[src/rtl/wb_blkcopy_pkg.sv]
// Shared types and constants for the Wishbone block-copy engine.
package wb_blkcopy_pkg;

  typedef enum logic [2:0] {
    ST_IDLE = 3'd0,
    ST_RD   = 3'd1,
    ST_WR   = 3'd2,
    ST_GAP  = 3'd3,
    ST_FIN  = 3'd4
  } state_e;

  localparam logic [31:0] WORD_STRIDE = 32'd4;

  function automatic logic [31:0] word_align(input logic [31:0] a);
    return a & ~32'h3;
  endfunction

endpackage

[src/rtl/wb_blkcopy_if.sv]
// Wishbone classic bus bundle between the copy engine (master) and the memory slave.
interface wb_blkcopy_if;

  logic [31:0] wb_adr_o;
  logic [31:0] wb_dat_o;
  logic [3:0]  wb_sel_o;
  logic        wb_stb_o;
  logic        wb_cyc_o;
  logic        wb_we_o;
  logic [31:0] wb_dat_i;
  logic        wb_ack_i;
  logic        wb_err_i;

  modport master (
    output wb_adr_o, wb_dat_o, wb_sel_o, wb_stb_o, wb_cyc_o, wb_we_o,
    input  wb_dat_i, wb_ack_i, wb_err_i
  );

  modport slave (
    input  wb_adr_o, wb_dat_o, wb_sel_o, wb_stb_o, wb_cyc_o, wb_we_o,
    output wb_dat_i, wb_ack_i, wb_err_i
  );

endinterface

[src/rtl/wb_blkcopy.sv]
// Word-by-word memory-to-memory copy over a Wishbone master port.
// Optional bus-cycle watchdog enabled by defining CFG_WBCOPY_TIMEOUT_EN.
//
// state    | meaning
// ---------+-----------------------------------------------------------
// ST_IDLE  | waiting for start; only state in which start is accepted
// ST_RD    | read cycle on source word, waiting for ack/err
// ST_WR    | write cycle of captured word to destination, waiting ack/err
// ST_GAP   | one idle bus cycle between words so other masters can win
// ST_FIN   | one-cycle done pulse, then back to idle
module wb_blkcopy
  import wb_blkcopy_pkg::*;
#(
  parameter int unsigned TIMEOUT_CYCLES = 255
) (
  input  logic          sys_clk,
  input  logic          sys_rst,
  input  logic          start,
  input  logic [31:0]   src_adr,
  input  logic [31:0]   dst_adr,
  input  logic [15:0]   len,
  output logic          busy,
  output logic          done,
  output logic          error,
  wb_blkcopy_if.master  wb
);

  if (TIMEOUT_CYCLES < 1 || TIMEOUT_CYCLES > 255) begin : g_bad_timeout
    $error("wb_blkcopy: TIMEOUT_CYCLES must be within 1..255");
  end

  state_e      state_q, state_d;
  logic [31:0] src_q, src_d;
  logic [31:0] dst_q, dst_d;
  logic [31:0] adr_q, adr_d;
  logic [31:0] dat_q, dat_d;
  logic [15:0] rem_q, rem_d;
  logic        err_q, err_d;
  logic        bus_act;
  logic        tmo_hit;

  assign bus_act = (state_q == ST_RD) || (state_q == ST_WR);

`ifdef CFG_WBCOPY_TIMEOUT_EN
  localparam logic [7:0] TMO_LAST = 8'(TIMEOUT_CYCLES - 1);

  logic [7:0] tmo_q, tmo_d;

  // Counter is zero in every non-bus state, so each new RD/WR starts fresh.
  assign tmo_hit = bus_act && !wb.wb_ack_i && !wb.wb_err_i && (tmo_q == TMO_LAST);

  always_comb begin
    tmo_d = 8'd0;
    if (bus_act && !wb.wb_ack_i && !wb.wb_err_i) begin
      tmo_d = tmo_q + 8'd1;
    end
  end

  always_ff @(posedge sys_clk) begin
    if (sys_rst) begin
      tmo_q <= 8'd0;
    end else begin
      tmo_q <= tmo_d;
    end
  end
`else
  assign tmo_hit = 1'b0;
`endif

  always_comb begin
    state_d = state_q;
    src_d   = src_q;
    dst_d   = dst_q;
    adr_d   = adr_q;
    dat_d   = dat_q;
    rem_d   = rem_q;
    err_d   = err_q;

    unique case (state_q)
      ST_IDLE: begin
        if (start) begin
          err_d = 1'b0;
          rem_d = len;
          adr_d = word_align(src_adr);
          src_d = word_align(src_adr) + WORD_STRIDE;
          dst_d = word_align(dst_adr);
          state_d = (len == 16'd0) ? ST_FIN : ST_RD;
        end
      end

      ST_RD: begin
        if (wb.wb_err_i || tmo_hit) begin
          err_d   = 1'b1;
          state_d = ST_FIN;
        end else if (wb.wb_ack_i) begin
          dat_d   = wb.wb_dat_i;
          adr_d   = dst_q;
          dst_d   = dst_q + WORD_STRIDE;
          state_d = ST_WR;
        end
      end

      ST_WR: begin
        if (wb.wb_err_i || tmo_hit) begin
          err_d   = 1'b1;
          state_d = ST_FIN;
        end else if (wb.wb_ack_i) begin
          rem_d = rem_q - 16'd1;
          if (rem_q == 16'd1) begin
            state_d = ST_FIN;
          end else begin
            adr_d   = src_q;
            src_d   = src_q + WORD_STRIDE;
            state_d = ST_GAP;
          end
        end
      end

      ST_GAP: state_d = ST_RD;

      ST_FIN: state_d = ST_IDLE;

      default: state_d = ST_IDLE;
    endcase
  end

  always_ff @(posedge sys_clk) begin
    if (sys_rst) begin
      state_q <= ST_IDLE;
      src_q   <= 32'd0;
      dst_q   <= 32'd0;
      adr_q   <= 32'd0;
      dat_q   <= 32'd0;
      rem_q   <= 16'd0;
      err_q   <= 1'b0;
    end else begin
      state_q <= state_d;
      src_q   <= src_d;
      dst_q   <= dst_d;
      adr_q   <= adr_d;
      dat_q   <= dat_d;
      rem_q   <= rem_d;
      err_q   <= err_d;
    end
  end

  assign wb.wb_cyc_o = bus_act;
  assign wb.wb_stb_o = bus_act;
  assign wb.wb_we_o  = (state_q == ST_WR);
  assign wb.wb_sel_o = bus_act ? 4'hF : 4'h0;
  assign wb.wb_adr_o = adr_q;
  assign wb.wb_dat_o = dat_q;

  assign busy  = (state_q != ST_IDLE);
  assign done  = (state_q == ST_FIN);
  assign error = err_q;

endmodule

[src/flat_wrapper.sv]
// flat-port wrapper written by rule: the top's interface ports become plain ports
module wb_blkcopy_flat import wb_blkcopy_pkg::*;
#(
  parameter int unsigned TIMEOUT_CYCLES = 255
)
  (sys_clk, sys_rst, start, src_adr, dst_adr, len, busy, done, error, wb_wb_adr_o, wb_wb_dat_o, wb_wb_sel_o, wb_wb_stb_o, wb_wb_cyc_o, wb_wb_we_o, wb_wb_dat_i, wb_wb_ack_i, wb_wb_err_i);
  wb_blkcopy_if wb_i ();
  input  logic sys_clk;
  input  logic sys_rst;
  input  logic start;
  input  logic [31:0] src_adr;
  input  logic [31:0] dst_adr;
  input  logic [15:0] len;
  output logic busy;
  output logic done;
  output logic error;
  output wire logic [$bits(wb_i.wb_adr_o)-1:0] wb_wb_adr_o;
  output wire logic [$bits(wb_i.wb_dat_o)-1:0] wb_wb_dat_o;
  output wire logic [$bits(wb_i.wb_sel_o)-1:0] wb_wb_sel_o;
  output wire logic [$bits(wb_i.wb_stb_o)-1:0] wb_wb_stb_o;
  output wire logic [$bits(wb_i.wb_cyc_o)-1:0] wb_wb_cyc_o;
  output wire logic [$bits(wb_i.wb_we_o)-1:0] wb_wb_we_o;
  input wire logic [$bits(wb_i.wb_dat_i)-1:0] wb_wb_dat_i;
  input wire logic [$bits(wb_i.wb_ack_i)-1:0] wb_wb_ack_i;
  input wire logic [$bits(wb_i.wb_err_i)-1:0] wb_wb_err_i;
  assign wb_wb_adr_o = wb_i.wb_adr_o;
  assign wb_wb_dat_o = wb_i.wb_dat_o;
  assign wb_wb_sel_o = wb_i.wb_sel_o;
  assign wb_wb_stb_o = wb_i.wb_stb_o;
  assign wb_wb_cyc_o = wb_i.wb_cyc_o;
  assign wb_wb_we_o = wb_i.wb_we_o;
  assign wb_i.wb_dat_i = wb_wb_dat_i;
  assign wb_i.wb_ack_i = wb_wb_ack_i;
  assign wb_i.wb_err_i = wb_wb_err_i;
  wb_blkcopy #(.TIMEOUT_CYCLES(TIMEOUT_CYCLES)) u_core (.sys_clk(sys_clk), .sys_rst(sys_rst), .start(start), .src_adr(src_adr), .dst_adr(dst_adr), .len(len), .busy(busy), .done(done), .error(error), .wb(wb_i));
endmodule
[config.mk]
export PLATFORM = sky130hd
export DESIGN_NAME = wb_blkcopy_flat
export DESIGN_NICKNAME = d
export VERILOG_FILES = /design/src/rtl/wb_blkcopy_pkg.sv /design/src/rtl/wb_blkcopy_if.sv /design/src/rtl/wb_blkcopy.sv /design/src/flat_wrapper.sv
export SDC_FILE = /design/constraint.sdc
export NUM_CORES = 1
export LEC_CHECK = 0
export BUFFER_PORTS_ARGS = -buffer_cell sky130_fd_sc_hd__buf_2
export CORE_UTILIZATION = 55
export CTS_CLUSTER_DIAMETER = 200
export DETAILED_ROUTE_END_ITERATION = 7
export PLACE_DENSITY = 0.9
export SKIP_CTS_REPAIR_TIMING = 1
export SYNTH_ARGS = -nofsm -noshare
export SYNTH_HDL_FRONTEND = slang
export SYNTH_SLANG_ARGS = --single-unit
export TNS_END_PERCENT = 5
[constraint.sdc]
create_clock -name sys_clk -period 3.15 [get_ports sys_clk]
set_input_delay 0.315 -clock sys_clk [delete_from_list [all_inputs] [get_ports sys_clk]]
set_output_delay 0.315 -clock sys_clk [all_outputs]
set_load 0.03 [all_outputs]
==> flow_metrics.tcl, run 1 <==
set metrics [dict create \
    max_cap_viol_count 0 \
    max_slew_margin_pct 35.2 \
    grt_pass1_wl_mm 40.9 \
    synth.avg_cell_area_um2 7.53 \
    synthArstFlopShare_pct 0 \
    gp_congestion 0.924 \
    final.setup_skew_ps 6.78 \
    violations "design-rule violations" \
    hold_class "in -> reg" \
    synth-seq-cells 143 \
    intPower_mw 3.66 \
    synth_edf_count 0 \
    ys_seq_area_share_pct 34.2 \
    syn_to_final_growth_pct 17.5 \
    ys.warnings.count 0 \
    yosys.cell_types.count 82 \
    status "finished with violations" \
    syn_inst 1112 \
    synth_area_leader_cell "dfxtp_1" \
    tightest_slew_ps 973 \
    drv_slew 0 \
    cts.sinks 143 \
    rrSetupSlack_ps 240 \
    antenna_cells 0 \
    critPathLaunchType "flop" \
    hold_viol 0 \
    syn_area_um2 8370 \
    cts_inserted_buffers 17 \
    grt_use_total_pct 32.2 \
    p_leak_nw 3.97 \
    hold_path.startpoint "wb_wb_dat_i[19]" \
    combPwrFrac_pct 28.0 \
    hold_depth 3 \
    clock_latency_ps 420 \
    dieHeight_um 125 \
    arrival_ps 3230 \
    grt-ovfl-total 0 \
    root_buffer "clkbuf_16" \
    rows 44 \
    cts.path.max_buffers 2 \
    ir_worst_vdd_uv 370 \
    critPathMaxFanout 21 \
    m1WireLength_mm 10.7 \
    r2r_end "u_core.src_q[26]" \
    fmax_mhz 344 \
    layout-drive-gt1-share_pct 22.6 \
    viasPerCell 6.35 \
    fin_crit_sh_pct 92.4 \
    critPathCaptureType "flop" \
    rsz0062_at_grt "no" \
    dieArea_um2 15700 \
    top_layer_used "met4" \
    p_sw_mw 2.07 \
    pwr-share-clk_pct 32.3 \
    synth_nets 1233 \
    fp.dieW_um 125 \
    crit_type "reg -> reg" \
    worstPathRequired_ps 3470 \
    setup_tns_ps 0 \
    seqPwrFrac_pct 39.7 \
    core_area_um2 14700 \
    grt_pass1_vias 8007 \
    dp_hpwl_mm 17.5 \
    antenna_found_initial 1 \
    grt_max_degree 93 \
    synthTopCellsByArea "dfxtp_1 (34%), nand2_1 (8.7%), a21oi_1 (7.0%)" \
    cts_tree "yes" \
    start_util_pct 56.9 \
    dr_wl_met2_mm 11.8 \
    switching_share_pct 36.2 \
    cts.clk_slew.worst_paths_ps 60 \
    hold_end "u_core.wb.wb_dat_o[19]" \
    rr_startpoint "u_core.state_q[0]" \
    final-setup-viol-count 0 \
    ant_nets 0 \
    firstDrtPassIters 8 \
    route.met3.wl_mm 2.74 \
    drc 11 \
    fin_crit_ps 2910 \
    synth_top_area_share_pct 34.2 \
    pwr_density_cell_nw_per_um2 583 \
    wire_per_inst_um 17.9 \
    holdWs_ps 127 \
    ioPinCount 191 \
    vias 9135 \
    final_nets 1362 \
    synthFlopType "dfxtp_1" \
    htreeDepth 4 \
    portBuffers 186 \
    worst_r2r_path_depth 9 \
    drtIter0Drc 1220 \
    postRouteWirelength_mm 25.7 \
]
-- registers in the layout, indices dropped and copies added, names as in the netlist --
register / flops
u_core.wb.wb_adr_o: 31
u_core.dst_q: 30
u_core.error: 1
u_core.state_q: 3
u_core.src_q: 30
u_core.rem_q: 16
u_core.wb.wb_dat_o: 32
-- kinds of logic (layout without fill, tap and decap cells) --
logic type               after synthesis  count (layout)  synth area share (%)
flip-flops                           143             143                  34.2
XOR/XNOR                               9               9                 0.942
AO/OA/AOI/OAI                        354             354                  28.5
AND/OR/NAND/NOR                      476             476                  27.1
buffers and inverters                107             249                  5.96
multiplexers                          19              19                  2.69
adder cells (fa/ha/maj)                4               4                 0.598
-- cells in the mapped netlist, drive strengths merged (3+ instances only) --
master,n
o21ai,45
mux2i,7
o221a,4
o21a,5
nor2,112
nor3,27
nand2,195
a21boi,5
xnor2,7
a41oi,4
a221oi,14
a211oi,32
nor2b,7
and2,21
nand4,15
a31oi,12
and4,5
nor4,10
mux2,12
and3,13
buf,33
dfxtp,143
a311oi,23
a21oi,117
clkbuf,65
inv,8
a22o,3
o221ai,6
a22oi,27
nand3,52
a211o,7
ha,4
o31ai,6
a21o,10
o22ai,14
or3,5
o211ai,5
-- layout make-up --
| type | count | area (um2) |
|---|---|---|
| clock buffers | 20 | 437 |
| repair buffers | 208 | 1120 |
| flip-flops and latches | 143 | 2860 |
| multi-input cells | 862 | 5050 |
| clock inverters | 12 | 96.3 |
| well taps | 184 | 230 |
| fillers | 1257 | 4860 |
| inverters | 9 | 38.8 |
-- stage by stage --
| step | setup slack, ps | util [%] | instance area [um2] | instances | power, mW |
|---|---|---|---|---|---|
| final | 241 | 66.9 | 9840 | 1438 | 5.73 |
| after global routing | 63.6 | 66.9 | 9840 | 1438 | 6.00 |
| after CTS | 268 | 66.8 | 9830 | 1438 | 5.71 |
| after detailed placement | 305 | 63.2 | 9290 | 1406 | 3.87 |
| after global placement | 398 | 63.2 | 9290 | 1406 | 3.82 |
| after floorplan | 253 | - | 8370 | 1112 | 3.39 |
-- layout by cell type (no fill, tap or decap), types with 13 or more instances in the layout --
cell type / instances
nand2_1: 195
and2_1: 21
a22oi_1: 25
clkbuf_16: 17
dfxtp_1: 143
nor3_1: 18
a221oi_1: 14
nand3_1: 52
a311oi_1: 23
a211oi_1: 30
buf_4: 21
o21ai_0: 41
buf_2: 185
nand4_1: 14
a21oi_1: 116
nor2_1: 108
o22ai_1: 13
-- per-layer routing --
metal | track usage [%] | vias up
li1 | - | 4332
met1 | 43.5 | 4266
met2 | 49.7 | 481
met3 | 7.96 | 56
met4 | 11.9 | 0
met5 | 0 | -
-- power groups by stage --
| stage | registers (mW) | clock network [mW] | logic, mW |
|---|---|---|---|
| final | 2.27 | 1.85 | 1.61 |
| after global routing | 2.29 | 1.96 | 1.75 |
| after CTS | 2.26 | 1.86 | 1.59 |
| after detailed placement | 2.29 | 0 | 1.57 |
| after global placement | 2.28 | 0 | 1.54 |
| after floorplan | 2.38 | 0 | 1.02 |
-- how the worst max path moves through the flow --
stage	slack [ps]	end	cells after the start	start
after floorplan	250	u_core.src_q[18]	16	u_core.state_q[0]
after global placement	400	u_core.src_q[18]	9	u_core.state_q[0]
after detailed placement	310	u_core.src_q[26]	9	u_core.state_q[0]
after CTS	270	u_core.src_q[26]	9	u_core.state_q[0]
after global routing	60	u_core.src_q[26]	9	u_core.state_q[0]
final	240	u_core.src_q[26]	9	u_core.state_q[0]
-- critical path, stage by stage, from the launching register on --
cell and delay, ps:
dfxtp_1 410, or3b_2 560, clkinv_4 180, and2_1 190, a21o_1 120, ha_1 370
o221ai_4 300, nor3_4 330, a211oi_1 80, a311oi_1 260
(Power assumes the default switching activity.)
==> run 2: changes to the inputs <==
Settings changed: CORE_UTILIZATION 55 to 59, PLACE_DENSITY 0.9 to 0.95.
Clock period 3.15 ns to 3.4 ns, I/O delays scaled along.
==> run 2 against run 1 <==
Design area is 0.88% higher; maximum frequency is 2.7% higher; core utilization is 4.6 points higher; hold slack better by 16 ps; the run now ends clean; first-iteration DRC count is 30% higher.
==> flow_metrics.tcl, run 2 (same netlist as run 1, synthesis figures left out) <==
set metrics [dict create \
    path_cells "or3b_2 > clkinv_4 > and2_1 > a21o_1 > ha_1 > o221ai_2 > nor2_4 > a311oi_1 > a211oi_2" \
    seqPwrFrac_pct 37.5 \
    vias 9357 \
    syn_to_final_growth_pct 18.6 \
    core_area_um2 13900 \
    max_slew_margin_pct 33.7 \
    drtIter0Drc 1586 \
    critPathMaxFanout 18 \
    gp_congestion 0.949 \
    cp_slowest_cell "or3b_2" \
    regArea_um2 2860 \
    firstDrtPassIters 6 \
    largest_reg_flops 32 \
    multiInputGateArea_um2 5040 \
    antenna_found_initial 1 \
    setup_tns_ps 0 \
    p_leak_nw 4.01 \
    fmax_mhz 353 \
    crit_type "reg -> reg" \
    clock_latency_ps 430 \
    pwr_density_cell_nw_per_um2 565 \
    ant_nets 0 \
    cts.sinks 143 \
    fin_crit_ps 2830 \
    ir_worst_vdd_uv 407 \
    hold_depth 3 \
    drc 0 \
    htreeDepth 4 \
    fp.dieW_um 121 \
    grt_pass1_wl_mm 40.3 \
    drv_slew 0 \
    arrival_ps 3180 \
    critPathLaunchType "flop" \
    layout_common_cells "nand2_1 (195), buf_2 (185), dfxtp_1 (143), a21oi_1 (116), nor2_1 (108)" \
    pwr-share-clk_pct 35.6 \
    dieHeight_um 121 \
    grt-ovfl-total 0 \
    worst_r2r_path_depth 9 \
    switching_share_pct 35.0 \
    power_mw 5.61 \
    nFillCells 1070 \
    portBuffers 186 \
    start_util_pct 60.3 \
    path_depth 9 \
    cts.path.max_buffers 2 \
    layout-drive-gt1-share_pct 22.8 \
    final-setup-viol-count 0 \
    dp_hpwl_mm 17.4 \
    grt_pass1_vias 8056 \
    worst_slack_ps 568 \
    critPathCaptureType "flop" \
    max_cap_viol_count 0 \
    final_common_cell "nand2_1" \
    dieArea_um2 14700 \
    stdcell_count 1434 \
    viasPerCell 6.53 \
    fin_crit_sh_pct 83.3 \
    wire_per_inst_um 18.2 \
    tightest_slew_ps 994 \
    critPathTopFamily "simple AND/OR/NAND/NOR gates" \
    hold_viol 0 \
    intPower_mw 3.64 \
    p_sw_mw 1.97 \
    critPathMaxStageDelay_ps 540 \
    root_buffer "clkbuf_16" \
    rows 43 \
    cts_tree "yes" \
    postRouteWirelength_mm 26.1 \
    final_nets 1361 \
    cts.clk_slew.worst_paths_ps 60 \
    rsz0062_at_grt "no" \
    status "finished, final reports clean" \
    final.setup_skew_ps 7.72 \
    utilization_pct 71.5 \
    place_ws_ps 636 \
    grt_use_total_pct 34.6 \
    ioPinCount 191 \
    combPwrFrac_pct 26.9 \
    worstPathRequired_ps 3750 \
    crit_buf_inv 1 \
    dp_cells 1401 \
    hold_class "in -> reg" \
    grt_max_degree 84 \
    cts_inserted_buffers 17 \
]
-- run 2: changes by cell type in the layout (fill, tap and decap cells not counted), sizes merged --
cell | before | now
clkinvlp | 3 | 0
bufinv | 1 | 4
clkinv | 9 | 10
diode | 0 | 1
buf | 208 | 207
clkbuf | 20 | 18
inv | 8 | 9
-- run 2: final timing paths --
kind                           from                      to  slack (ps)
max reg2reg       u_core.state_q[2]        u_core.src_q[22]         570
min                 wb_wb_dat_i[27]  u_core.wb.wb_dat_o[27]         140
max               u_core.state_q[2]        u_core.src_q[22]         570
min reg2reg  u_core.wb.wb_dat_o[23]  u_core.wb.wb_dat_o[23]         450
-- run 2: area by class of cell --
class / count / area share (%)
multi-input cells: 862 / 50.8
flip-flops and latches: 143 / 28.8
repair buffers: 207 / 11.4
clock buffers: 18 / 4.43
well taps: 180 / 2.27
clock inverters: 14 / 1.90
inverters: 9 / 0.391
diodes: 1 / 0.0252
-- run 2: metal layers --
metal	vias to the layer above	global-route usage, %	part of all wire (%)
li1	4325	-	-
met1	4320	47.6	40
met2	640	52.5	46
met3	72	7.80	12
met4	0	13.6	2.5
met5	-	0	0
-- run 2: power by group through the flow --
stage | logic [mW] | registers, mW | clock network (mW)
floorplan | 0.941 | 2.20 | 0
global placement | 1.43 | 2.11 | 0
detailed placement | 1.47 | 2.12 | 0
CTS | 1.48 | 2.08 | 1.99
global route | 1.63 | 2.12 | 2.08
finish | 1.51 | 2.10 | 2.00
-- run 2: tightest hold or removal path, delay by kind of cell --
kind                   cells  cell delay, ps
AOI/OAI and AO/OA          1              50
and+or+nand+nor            1              40
buffers and inverters      1              90
-- run 2: stage by stage --
stage	hold slack, ps	cell area, um2
CTS	140	9920
global route	142	9920
detailed placement	443	9290
floorplan	419	8370
finish	143	9920
global placement	439	9290
